`config.mk`:
```
export PLATFORM = sky130hd
export DESIGN_NAME = micro_sequencer
export DESIGN_NICKNAME = d
export VERILOG_FILES = /design/src/rtl/micro_seq_pkg.sv /design/src/rtl/micro_stack.sv /design/src/rtl/micro_sequencer.sv
export SDC_FILE = /design/constraint.sdc
export NUM_CORES = 1
export LEC_CHECK = 0
export ABC_CLOCK_PERIOD_IN_PS = 4600
export CELL_PAD_IN_SITES_DETAIL_PLACEMENT = 1
export CELL_PAD_IN_SITES_GLOBAL_PLACEMENT = 2
export CORE_UTILIZATION = 49
export CTS_CLUSTER_DIAMETER = 100
export CTS_CLUSTER_SIZE = 12
export DETAILED_ROUTE_END_ITERATION = 8
export PLACE_DENSITY = 0.81
export SLEW_MARGIN = 25
export SYNTH_ARGS = -nofsm -noshare
export SYNTH_HDL_FRONTEND = slang
export SYNTH_HIERARCHICAL = 1
export SYNTH_SLANG_ARGS = --single-unit
```
`constraint.sdc`:
```
create_clock -name clk -period 4.6 [get_ports clk]
set_input_delay 1.15 -clock clk [delete_from_list [all_inputs] [get_ports clk]]
set_output_delay 1.15 -clock clk [all_outputs]
set_load 0.02 [all_outputs]
```
`src/rtl/micro_seq_pkg.sv`:
```
// Shared types and field helpers for the microprogrammed sequencer.
package micro_seq_pkg;

    // Width of the branch-instruction field at the top of every microword.
    localparam int BI_W = 3;

    // Branch instructions, in the order they are encoded in the bi field.
    typedef enum logic [BI_W-1:0] {
        BR_NEXT  = 3'd0,
        BR_WAIT  = 3'd1,
        BR_BNZ   = 3'd2,
        BR_RESET = 3'd3,
        BR_B     = 3'd4,
        BR_BN    = 3'd5,
        BR_CALL  = 3'd6,
        BR_RET   = 3'd7
    } br_op_e;

    // Sequencer run state: RUN until a stack error, then FAULT until reset.
    typedef enum logic [0:0] {
        ST_RUN   = 1'b0,
        ST_FAULT = 1'b1
    } seq_state_e;

    // Full microword width for a given address and control-field width.
    function automatic int mwWidth(input int addrW, input int ctrlW);
        return BI_W + addrW + ctrlW;
    endfunction

    // Bit offset of the branch-address field (it sits directly above ctrl).
    function automatic int baLsb(input int ctrlW);
        return ctrlW;
    endfunction

endpackage

```
`src/rtl/micro_stack.sv`:
```
// Return-address LIFO for CALL/RET. Push and pop are never requested together.
module micro_stack
    import micro_seq_pkg::*;
#(
    parameter int DEPTH = 4,
    parameter int W     = 4
) (
    input  logic         clk,
    input  logic         rst_n,
    input  logic         i_push,
    input  logic         i_pop,
    input  logic [W-1:0] i_data,
    output logic [W-1:0] o_top,
    output logic         o_full,
    output logic         o_empty
);

    localparam int SP_W  = $clog2(DEPTH + 1);
    localparam int IDX_W = (DEPTH > 1) ? $clog2(DEPTH) : 1;

    logic [SP_W-1:0]  r_sp;
    logic [W-1:0]     r_mem [DEPTH];
    logic [IDX_W-1:0] w_wrIdx;
    logic [IDX_W-1:0] w_topIdx;

    // Write slot is the current pointer; the top of stack is one below it.
    always_comb begin
        w_wrIdx  = IDX_W'(r_sp);
        w_topIdx = IDX_W'(r_sp - SP_W'(1));
        o_full   = (r_sp == SP_W'(DEPTH));
        o_empty  = (r_sp == '0);
        o_top    = r_mem[w_topIdx];
    end

    // Stack pointer; reset empties the stack without touching entry storage.
    always_ff @(posedge clk or negedge rst_n) begin
        if (!rst_n) begin
            r_sp <= '0;
        end else if (i_push && !o_full) begin
            r_sp <= r_sp + SP_W'(1);
        end else if (i_pop && !o_empty) begin
            r_sp <= r_sp - SP_W'(1);
        end
    end

    // Entry storage needs no reset; only slots below the pointer are ever read.
    always_ff @(posedge clk) begin
        if (i_push && !o_full) begin
            r_mem[w_wrIdx] <= i_data;
        end
    end

endmodule

```
`src/rtl/micro_sequencer.sv`:
```
// Microprogrammed controller: writable store, uPC, branch unit with return stack.
module micro_sequencer
    import micro_seq_pkg::*;
#(
    parameter int ADDR_W      = 4,
    parameter int CTRL_W      = 17,
    parameter int STACK_DEPTH = 4,
    parameter     INIT_FILE   = "",
    localparam int MW_W       = BI_W + ADDR_W + CTRL_W
) (
    input  logic              clk,
    input  logic              rst_n,
    input  logic              en,
    input  logic              start,
    input  logic              zero,
    input  logic              neg,
    input  logic              prog_we,
    input  logic [ADDR_W-1:0] prog_addr,
    input  logic [MW_W-1:0]   prog_data,
    output logic [CTRL_W-1:0] ctrl,
    output logic [ADDR_W-1:0] upc,
    output logic              fault
);

    localparam int WORDS = 2 ** ADDR_W;

    logic [MW_W-1:0]   r_store [WORDS];
    logic [ADDR_W-1:0] r_upc;
    seq_state_e        r_state;

    logic [MW_W-1:0]   w_word;
    br_op_e            w_bi;
    logic [ADDR_W-1:0] w_ba;
    logic [CTRL_W-1:0] w_ctrlField;
    logic [ADDR_W-1:0] w_upcInc;
    logic [ADDR_W-1:0] w_nextUpc;
    seq_state_e        w_nextState;
    logic              w_run;
    logic              w_push;
    logic              w_pop;
    logic [ADDR_W-1:0] w_stackTop;
    logic              w_full;
    logic              w_empty;

    micro_stack #(
        .DEPTH (STACK_DEPTH),
        .W     (ADDR_W)
    ) u_stack (
        .clk     (clk),
        .rst_n   (rst_n),
        .i_push  (w_push),
        .i_pop   (w_pop),
        .i_data  (w_upcInc),
        .o_top   (w_stackTop),
        .o_full  (w_full),
        .o_empty (w_empty)
    );

    // Asynchronous store read: the word at uPC drives the branch unit and ctrl directly.
    always_comb begin
        w_word      = r_store[r_upc];
        w_bi        = br_op_e'(w_word[MW_W-1 -: BI_W]);
        w_ba        = w_word[baLsb(CTRL_W) +: ADDR_W];
        w_ctrlField = w_word[CTRL_W-1:0];
        w_upcInc    = r_upc + ADDR_W'(1);
        w_run       = en && (r_state == ST_RUN);
        ctrl        = w_run ? w_ctrlField : '0;
        upc         = r_upc;
        fault       = (r_state == ST_FAULT);
    end

    // Branch mux and fault detection; a stack error freezes uPC and parks in FAULT.
    always_comb begin
        w_nextUpc   = r_upc;
        w_nextState = r_state;
        w_push      = 1'b0;
        w_pop       = 1'b0;
        if (w_run) begin
            case (w_bi)
                BR_NEXT:  w_nextUpc = w_upcInc;
                BR_WAIT:  w_nextUpc = start ? w_upcInc : r_upc;
                BR_BNZ:   w_nextUpc = zero ? w_upcInc : w_ba;
                BR_RESET: w_nextUpc = '0;
                BR_B:     w_nextUpc = w_ba;
                BR_BN:    w_nextUpc = neg ? w_ba : w_upcInc;
                BR_CALL: begin
                    if (w_full) begin
                        w_nextState = ST_FAULT;
                    end else begin
                        w_push    = 1'b1;
                        w_nextUpc = w_ba;
                    end
                end
                BR_RET: begin
                    if (w_empty) begin
                        w_nextState = ST_FAULT;
                    end else begin
                        w_pop     = 1'b1;
                        w_nextUpc = w_stackTop;
                    end
                end
                default:  w_nextUpc = w_upcInc;
            endcase
        end
    end

    // uPC and run/fault state; reset restarts at word 0 but leaves the store alone.
    always_ff @(posedge clk or negedge rst_n) begin
        if (!rst_n) begin
            r_upc   <= '0;
            r_state <= ST_RUN;
        end else begin
            r_upc   <= w_nextUpc;
            r_state <= w_nextState;
        end
    end

    // Microcode writes are only accepted while sequencing is paused.
    always_ff @(posedge clk) begin
        if (prog_we && !en) begin
            r_store[prog_addr] <= prog_data;
        end
    end

endmodule

```
==> reports/results.tsv, run 1 <==
metric	value	unit
Static Leak	5.78	nW
GR Util met2	36.9	%
Initial Util	49.8	%
Post-Route WL	35400	um
first-pass GRT wire length	52600	um
Longest Clk Path Bufs	3	
Psw	2.78	mW
max-cap violations	0	
largest net degree at the start of global routing	72	
Avg Vias per Cell	6.04	
Final #Nets	851	
most used routing layer	met2	
final hold viol count	0	
Setup Fix Bufs, Post-CTS	0	
vias in the first global route	8248	
# fillers	2711	
Critical Path Start Type	register	
Rel. slew slack	38.2	%
synthesized net count	758	
unrepaired setup endpoints after global routing	false	
CTS H-tree depth	2	
Post-DP HPWL	20100	um
antenna violations before repair	0	
# clock sinks	408	
Slew @ Worst Pin	0.926	ns
share of the synthesized area in the top cell type	74.4	%
clock slew at reported path FFs	0.06	ns
drt pass-1 iters	5	
Mapped Avg Cell Area	22.6	um^2
# port buffers	56	
I/O Pins	57	
Post-CTS Resized	0	
Setup CP Type	reg -> out	
Yosys cell types	56	
Area contributors post-synth	edfxtp_1 (74%), mux4_2 (16%), dfrtp_1 (1.2%)	
pwr/cell area	542	nW/um^2
Fmax	224	MHz
row count	66	
status	finished, final reports clean	
clk_lat worst skew	0.53	ns
area leader, netlist	edfxtp_1	
most common cell in the netlist	edfxtp_1	
Post-synth EDFFs	400	
sequential share of power	44.1	%
Post-synth ARST share	1.96	%
root buf cell	clkbuf_16	
Final ANT Viol Nets	0	
sequential share of the synthesized area	75.6	%
total CTS buffers	39	
Die Span Y	184	um
worst vdd ir	0.320	mV
commonest cells in the netlist	edfxtp_1 (400), mux4_2 (114), nor2_1 (20)	
Final Skew	0.0175	ns
required time worst endpoint	3.45	ns
Cell Area, Synth	16200	um^2
hold-fix buffers at CTS	0	
Placer Congestion	0.752	
fin crit share	97.2	%
minimum clock period after layout	4.47	ns
final core occ	57.2	%
Ys Warns	6	
DRC	0	
gr ovfl total	0	
Comb power frac	27.7	%
grt met1 use	29.2	%
synth-to-layout area growth	14.9	%
worst hold path type	reg -> reg	
crit path DAT	3.32	ns
Vias	7647	
Slew Limit Fails	0	
switch share	27.6	%
TNS Setup	0	ns
Routed wire per std cell	28.0	um
Die X	184	um
worst-path fanout max	22	
Post-Synthesis Cells	716	
Int Power	7.28	mW
Setup Viol. Count Final	0	
Post-synth top flop	edfxtp_1	
die area	33700	um^2
met3 Use GR	4.12	%
clock share of power	28.2	%
CTS tree	built	
share of layout cells above drive strength 1	26.9	%
total global-route track usage	21.9	%
crit path capture type	primary output	
flops & latches, synth	408	
DR iter-0 viols	628	
Core Area	32500	um^2
diode count	0	
[power by group through the flow]
stage	Sequential, mW	Combinational, mW	Clock, mW
2_1_floorplan	4.34	2.16	0
3_3_place_gp	4.55	2.69	0
3_5_place_dp	4.56	2.76	0
4_1_cts	4.49	2.78	2.90
5_1_grt	4.46	2.99	3.00
6_report	4.44	2.79	2.84
[final timing paths]
kind	from	end	slack, ns	cells after the start
setup / recovery	upc[0]$_DFFE_PN0P_	ctrl[2]	0.13	5
hold reg to reg	fault$_DFFE_PN0P_	fault$_DFFE_PN0P_	0.48	1
max in group asynchronous	rst_n	upc[0]$_DFFE_PN0P_	3.31	1
min in group asynchronous	rst_n	upc[3]$_DFFE_PN0P_	0.93	1
hold / removal	fault$_DFFE_PN0P_	fault$_DFFE_PN0P_	0.48	1
setup reg to reg	upc[0]$_DFFE_PN0P_	u_stack/r_mem[2][3]$_DFFE_PP_	0.90	7
[area by class of cell]
type	instances	area, um^2	area share [%]
clock buffers	54	1050	5.68
clock inverters	2	25.0	0.135
inverters	10	40.0	0.216
multi-input cells	267	3790	20.4
flip-flops and latches	408	12200	65.9
well taps	442	553	2.98
repair buffers	83	876	4.72
[cells by family after synthesis]
logic type / count (synthesis) / share of synthesized area, %
compound gates: 35 / 1.82
simple gates: 88 / 3.11
flops: 408 / 75.6
fa+ha+maj: 7 / 0.542
mux: 135 / 17.6
buf+inv: 41 / 1.25
xor+xnor: 2 / 0.108
[layer usage]
| layer | wire (um) | share of wire (%) | vias up |
|---|---|---|---|
| met5 | 0 | 0 | - |
| met4 | 837 | 2.4 | 0 |
| met3 | 2160 | 6.1 | 67 |
| met2 | 17800 | 50 | 281 |
| met1 | 14600 | 41 | 4094 |
| li1 | - | - | 3205 |
[layout by cell type (no fill, tap or decap), types with 9 or more instances in the layout]
cell             instances
mux2i_1                 13
nor2_2                  12
clkbuf_1                14
inv_1                    9
buf_4                   18
clkbuf_16               40
clkdlybuf4s50_1         56
mux4_2                 114
and2_1                  19
buf_12                   9
edfxtp_1               400
[flip-flops by register name, indices dropped and copies added, names as in the netlist]
signal / flops
r_store: 384
u_stack/r_mem: 16
upc: 4
u_stack/r_sp: 3
fault: 1
[stage by stage]
stage          cell area [um^2]  setup slack [ns]  power [mW]  std cells  hold slack, ns
3_5_place_dp              17500             0.462        7.32       1209           0.475
2_1_floorplan             16200             0.599        6.50        716           0.563
6_report                  18600             0.129        10.1       1266           0.485
4_1_cts                   18500            0.0380        10.2       1265           0.493
5_1_grt                   18600            0.0236        10.5       1266           0.523
3_3_place_gp              17500             0.493        7.24       1209           0.463
[worst max-delay path, stage by stage (launching register included)]
cell and delay (ns):
dfrtp_4 0.72, buf_12 0.28, mux4_2 0.54, mux4_2 0.49
and2_1 0.18, clkdlybuf4s50_1 0.56
Power figures use the tool's default switching activity.
==> run 2: changes to the inputs <==
- PLACE_DENSITY: 0.81 -> 0.88
- TNS_END_PERCENT: unset -> 100
==> reports/results.tsv, run 2 (synthesized netlist as in run 1, its figures left out) <==
metric	value	unit	change
pwr/cell area	548	nW/um^2	+1.0%
Fmax	226	MHz	+1.2%
root buf cell	clkbuf_16		
required time worst endpoint	3.45	ns	about the same
first-pass GRT wire length	54000	um	+2.5%
Slew Limit Fails	0		unchanged
gr ovfl total	0		unchanged
worst-path fanout max	28		+27%
Largest Register	r_store		
worst vdd ir	0.365	mV	+14%
unrepaired setup endpoints after global routing	false		
Post-DP HPWL	21000	um	+4.9%
clk_lat worst skew	0.53	ns	about the same
footprint of the multi-input gates	3790	um^2	unchanged
Largest register FFs	384		unchanged
Avg Vias per Cell	6.00		-0.65%
I/O Pins	57		unchanged
Die Span Y	184	um	unchanged
Vias	7639		-0.10%
total CTS buffers	40		+2.6%
Setup CP Type	reg -> out		
Placer Congestion	0.800		+6.3%
FF/Latch Area	12200	um^2	about the same
Final ANT Viol Nets	0		unchanged
Setup Viol. Count Final	0		unchanged
Die X	184	um	unchanged
TNS Setup	0	ns	unchanged
row count	66		unchanged
# fillers	2740		+1.1%
crit path DAT	3.27	ns	-0.05 ns
synth-to-layout area growth	15.2	%	
Static Leak	5.82	nW	+0.67%
Routed wire per std cell	28.8	um	+3.2%
Final #Nets	858		+0.82%
share of layout cells above drive strength 1	27.8	%	+0.89 points
largest net degree at the start of global routing	36		-50%
most common cell after layout, fill and taps aside	edfxtp_1		
Critical Path Start Type	register		
clock slew at reported path FFs	0.06	ns	about the same
Initial Util	49.8	%	unchanged
CTS tree	built		
drt pass-1 iters	5		unchanged
max-cap violations	0		unchanged
vias in the first global route	8294		+0.56%
Slew @ Worst Pin	0.662	ns	-0.264 ns
die area	33700	um^2	unchanged
Longest Clk Path Bufs	3		unchanged
antenna violations before repair	1		+1
Core Area	32500	um^2	unchanged
final core occ	57.3	%	+0.16 points
CTS H-tree depth	2		unchanged
DRC	0		unchanged
Rel. slew slack	55.8	%	+18 points
DR iter-0 viols	593		-5.6%
worst hold path type	reg -> reg		
most frequent cells in the layout	edfxtp_1 (400), mux4_2 (114), clkdlybuf4s50_1 (56)		
crit path capture type	primary output		
minimum clock period after layout	4.42	ns	-0.0511 ns
fin crit share	96.1	%	-1.1 points
Post-Route WL	36700	um	+3.7%
final hold viol count	0		unchanged
# port buffers	56		unchanged
total global-route track usage	22.7	%	+0.80 points
# clock sinks	408		unchanged
status	finished, final reports clean		
Final Skew	0.00986	ns	-0.00767 ns
-- run 2: final timing paths --
check / startpoint / endpoint / slack, ns / cells after the start
setup / recovery: upc[0]$_DFFE_PN0P_ / ctrl[6] / 0.18 / 5
hold / removal: fault$_DFFE_PN0P_ / fault$_DFFE_PN0P_ / 0.49 / 1
setup reg to reg: upc[0]$_DFFE_PN0P_ / u_stack/r_mem[3][3]$_DFFE_PP_ / 0.91 / 7
hold reg to reg: fault$_DFFE_PN0P_ / fault$_DFFE_PN0P_ / 0.49 / 1
max in group asynchronous: rst_n / upc[0]$_DFFE_PN0P_ / 3.31 / 1
min in group asynchronous: rst_n / upc[1]$_DFFE_PN0P_ / 0.94 / 1
-- run 2: per-stage QoR --
step                      power (mW)  setup WS (ns)  instance area (um^2)  std cells  hold slack (ns)
after floorplan                 6.50          0.599                 16200        716            0.563
after global placement          7.20          0.489                 17500       1215            0.469
after detailed placement        7.32          0.463                 17500       1215            0.480
after CTS                       10.3          0.165                 18600       1272            0.496
after global routing            10.6         0.0782                 18600       1273            0.511
final                           10.2          0.180                 18600       1273            0.488
-- run 2: repair_timing --
item                                    CTS  global route
gates resized for setup                   0             1
hold buffers                              0             0
setup buffers                             1             0
endpoints found under the setup margin   10             2
-- run 2: area by class of cell --
class | instances | area share (%)
clock inverters | 5 | 0.363
well taps | 442 | 2.97
inverters | 10 | 0.215
repair buffers | 89 | 4.79
flip-flops and latches | 408 | 65.7
multi-input cells | 267 | 20.4
clock buffers | 51 | 5.60
diodes | 1 | 0.0134
-- run 2: worst max-delay path: stages, from the launching register on --
cell             delay [ns]
dfrtp_4                0.65
buf_12                 0.30
mux4_2                 0.55
mux4_2                 0.50
and2_1                 0.18
clkdlybuf4s50_1        0.53
-- run 2: where the power goes --
part           total [mW]  internal [mW]  switching, mW
logic                2.83           1.50           1.33
registers            4.43           4.20          0.225
clock network        2.93           1.64           1.29
-- run 2: routing by layer --
metal  global-route usage [%]  share of wire [%]  vias to the layer above
met5                        0                  0                        -
met4                     7.80                3.0                        0
met3                     4.06                6.4                       72
met2                     38.8                 51                      312
met1                     29.4                 39                     4048
li1                         -                  -                     3207
==> run 3: changes to the inputs <==
- CTS_CLUSTER_SIZE: 12 -> unset
==> reports/results.tsv, run 3 (synthesized netlist as in run 1, its figures left out) <==
metric	value	unit	change
status	finished, final reports clean		
row count	66		unchanged
# port buffers	56		unchanged
Worst path most repeated cell	mux4_2		
FF/Latch Area	12200	um^2	unchanged
Initial Util	49.8	%	unchanged
worst hold path type	reg -> reg		
# clock sinks	408		unchanged
CP endpoint	ctrl[7]		
most common cell after layout, fill and taps aside	edfxtp_1		
clock slew at reported path FFs	0.06	ns	about the same
pwr/cell area	565	nW/um^2	+3.2%
total CTS buffers	42		+5.0%
Non-Filler Instances	1292		+1.5%
share of layout cells above drive strength 1	29.0	%	+1.1 points
Longest Clk Path Bufs	3		unchanged
Post-DP HPWL	21000	um	unchanged
Slew Limit Fails	0		unchanged
clk_lat worst skew	0.54	ns	about the same
worst reg2reg path depth	7		unchanged
CTS H-tree depth	2		unchanged
Routed wire per std cell	28.6	um	-0.79%
I/O Pins	57		unchanged
drt pass-1 iters	5		unchanged
Rel. slew slack	53.4	%	-2.4 points
Placer Congestion	0.800		unchanged
Final Skew	0.00729	ns	-0.00257 ns
die area	33700	um^2	unchanged
RR Endpoint	u_stack/r_mem[3][1]$_DFFE_PP_		
Avg Vias per Cell	5.98		-0.43%
FF-to-FF Start	upc[0]$_DFFE_PN0P_		
synth-to-layout area growth	16.8	%	
hold-fix buffers at CTS	0		unchanged
reg2reg setup slack	0.93	ns	+0.02 ns
minimum clock period after layout	4.45	ns	+0.0342 ns
Die Span Y	184	um	unchanged
Largest Register	r_store		
Die X	184	um	unchanged
worst vdd ir	0.374	mV	+2.5%
required time worst endpoint	3.45	ns	about the same
Critical Path Start Type	register		
vias in the first global route	8360		+0.80%
Largest register FFs	384		unchanged
Setup Viol. Count Final	0		unchanged
Final #Nets	860		+0.23%
DR iter-0 viols	522		-12%
Final ANT Viol Nets	0		unchanged
Core Area	32500	um^2	unchanged
Met3 Routed Length	2270	um	-4.2%
met2 WL	19100	um	+1.8%
Static Leak	5.95	nW	+2.1%
Post-Route WL	37000	um	+0.69%
placed cells	1215		unchanged
unrepaired setup endpoints after global routing	false		
Slew @ Worst Pin	0.699	ns	+0.0369 ns
footprint of the multi-input gates	3790	um^2	unchanged
Vias	7720		+1.1%
antenna violations before repair	1		unchanged
total global-route track usage	22.8	%	+0.13 points
most frequent cells in the layout	edfxtp_1 (400), mux4_2 (114), clkdlybuf4s50_1 (56)		
Fin Hold WS	0.488	ns	+0.000876 ns
gr ovfl total	0		unchanged
worst-path fanout max	26		-7.1%
# fillers	2718		-0.80%
slowest stage delay, CP	0.70	ns	+0.05 ns
CP max-delay cell	dfrtp_4		
Fmax	225	MHz	-0.77%
TNS Setup	0	ns	unchanged
crit-path cells	buf_4 > mux4_2 > mux4_2 > and2_1 > clkdlybuf4s50_1		
largest net degree at the start of global routing	36		unchanged
Critical Path Source	upc[1]$_DFFE_PN0P_		
first-pass GRT wire length	54300	um	+0.57%
max-cap violations	0		unchanged
crit path capture type	primary output		
Metal-1 WL	14700	um	+1.5%
crit path DAT	3.30	ns	+0.03 ns
DRC	0		unchanged
root buf cell	clkbuf_16		
fin crit share	96.8	%	+0.74 points
Max Used Layer	met4		
Power, Total	10.7	mW	+4.7%
Setup CP Type	reg -> out		
CTS tree	built		
final hold viol count	0		unchanged
==> run 3: changes by cell type in the layout (fill, tap and decap cells not counted) <==
cell and change:
clkbuf_1 -3, clkinv_1 +7, buf_16 -1, buf_12 +1, inv_6 +1, clkinv_2 +4, clkinvlp_4 +2, clkbuf_16 +2
bufinv_16 +5, clkinv_4 +1
==> run 3: timing repair <==
item / in CTS / in global routing
cloned: 0 / 0
resized for setup: 0 / 1
setup endpoints to repair: 11 / 1
pin swaps: 0 / 0
setup buffers: 1 / 0
==> run 3: worst min-delay path by stage <==
stage / to / cells past startpoint / slack, ns / start
6_report: fault$_DFFE_PN0P_ / 1 / 0.49 / fault$_DFFE_PN0P_
5_1_grt: fault$_DFFE_PN0P_ / 1 / 0.51 / fault$_DFFE_PN0P_
2_1_floorplan: u_stack/r_sp[1]$_DFFE_PN0P_ / 2 / 0.56 / u_stack/r_sp[1]$_DFFE_PN0P_
3_3_place_gp: fault$_DFFE_PN0P_ / 1 / 0.47 / fault$_DFFE_PN0P_
3_5_place_dp: fault$_DFFE_PN0P_ / 1 / 0.48 / fault$_DFFE_PN0P_
4_1_cts: fault$_DFFE_PN0P_ / 1 / 0.50 / fault$_DFFE_PN0P_
==> run 3: per-layer routing <==
metal,global-route usage [%],up-vias
met4,7.63,0
met3,3.70,64
met2,39.6,308
met5,0,-
li1,-,3239
met1,29.4,4109
==> run 3: critical path, delay by kind of cell (launching register included) <==
kind / cells / cell delay, ns
buffers and inverters: 2 / 0.96
DFF: 1 / 0.70
muxes: 2 / 0.87
and+or+nand+nor: 1 / 0.18
==> run 3: power by group <==
group	switching, mW	leakage, nW	internal, mW
registers	0.230	3.69	4.20
clock network	1.37	0.663	2.02
logic	1.35	1.59	1.50
==> run 3: layout make-up <==
type / instances / share of cell area (%)
well taps: 442 / 2.93
inverters: 10 / 0.212
multi-input cells: 267 / 20.1
diodes: 1 / 0.0133
flip-flops and latches: 408 / 64.8
repair buffers: 89 / 4.68
clock buffers: 50 / 5.73
clock inverters: 25 / 1.57
==> run 3: metrics by stage <==
| stage | instance area [um^2] | setup WS [ns] | utilization, % |
|---|---|---|---|
| floorplan | 16200 | 0.599 | - |
| global placement | 17500 | 0.489 | 53.8 |
| detailed placement | 17500 | 0.463 | 53.8 |
| CTS | 18900 | 0.121 | 58.1 |
| global route | 18900 | 0.0638 | 58.1 |
| finish | 18900 | 0.146 | 58.1 |
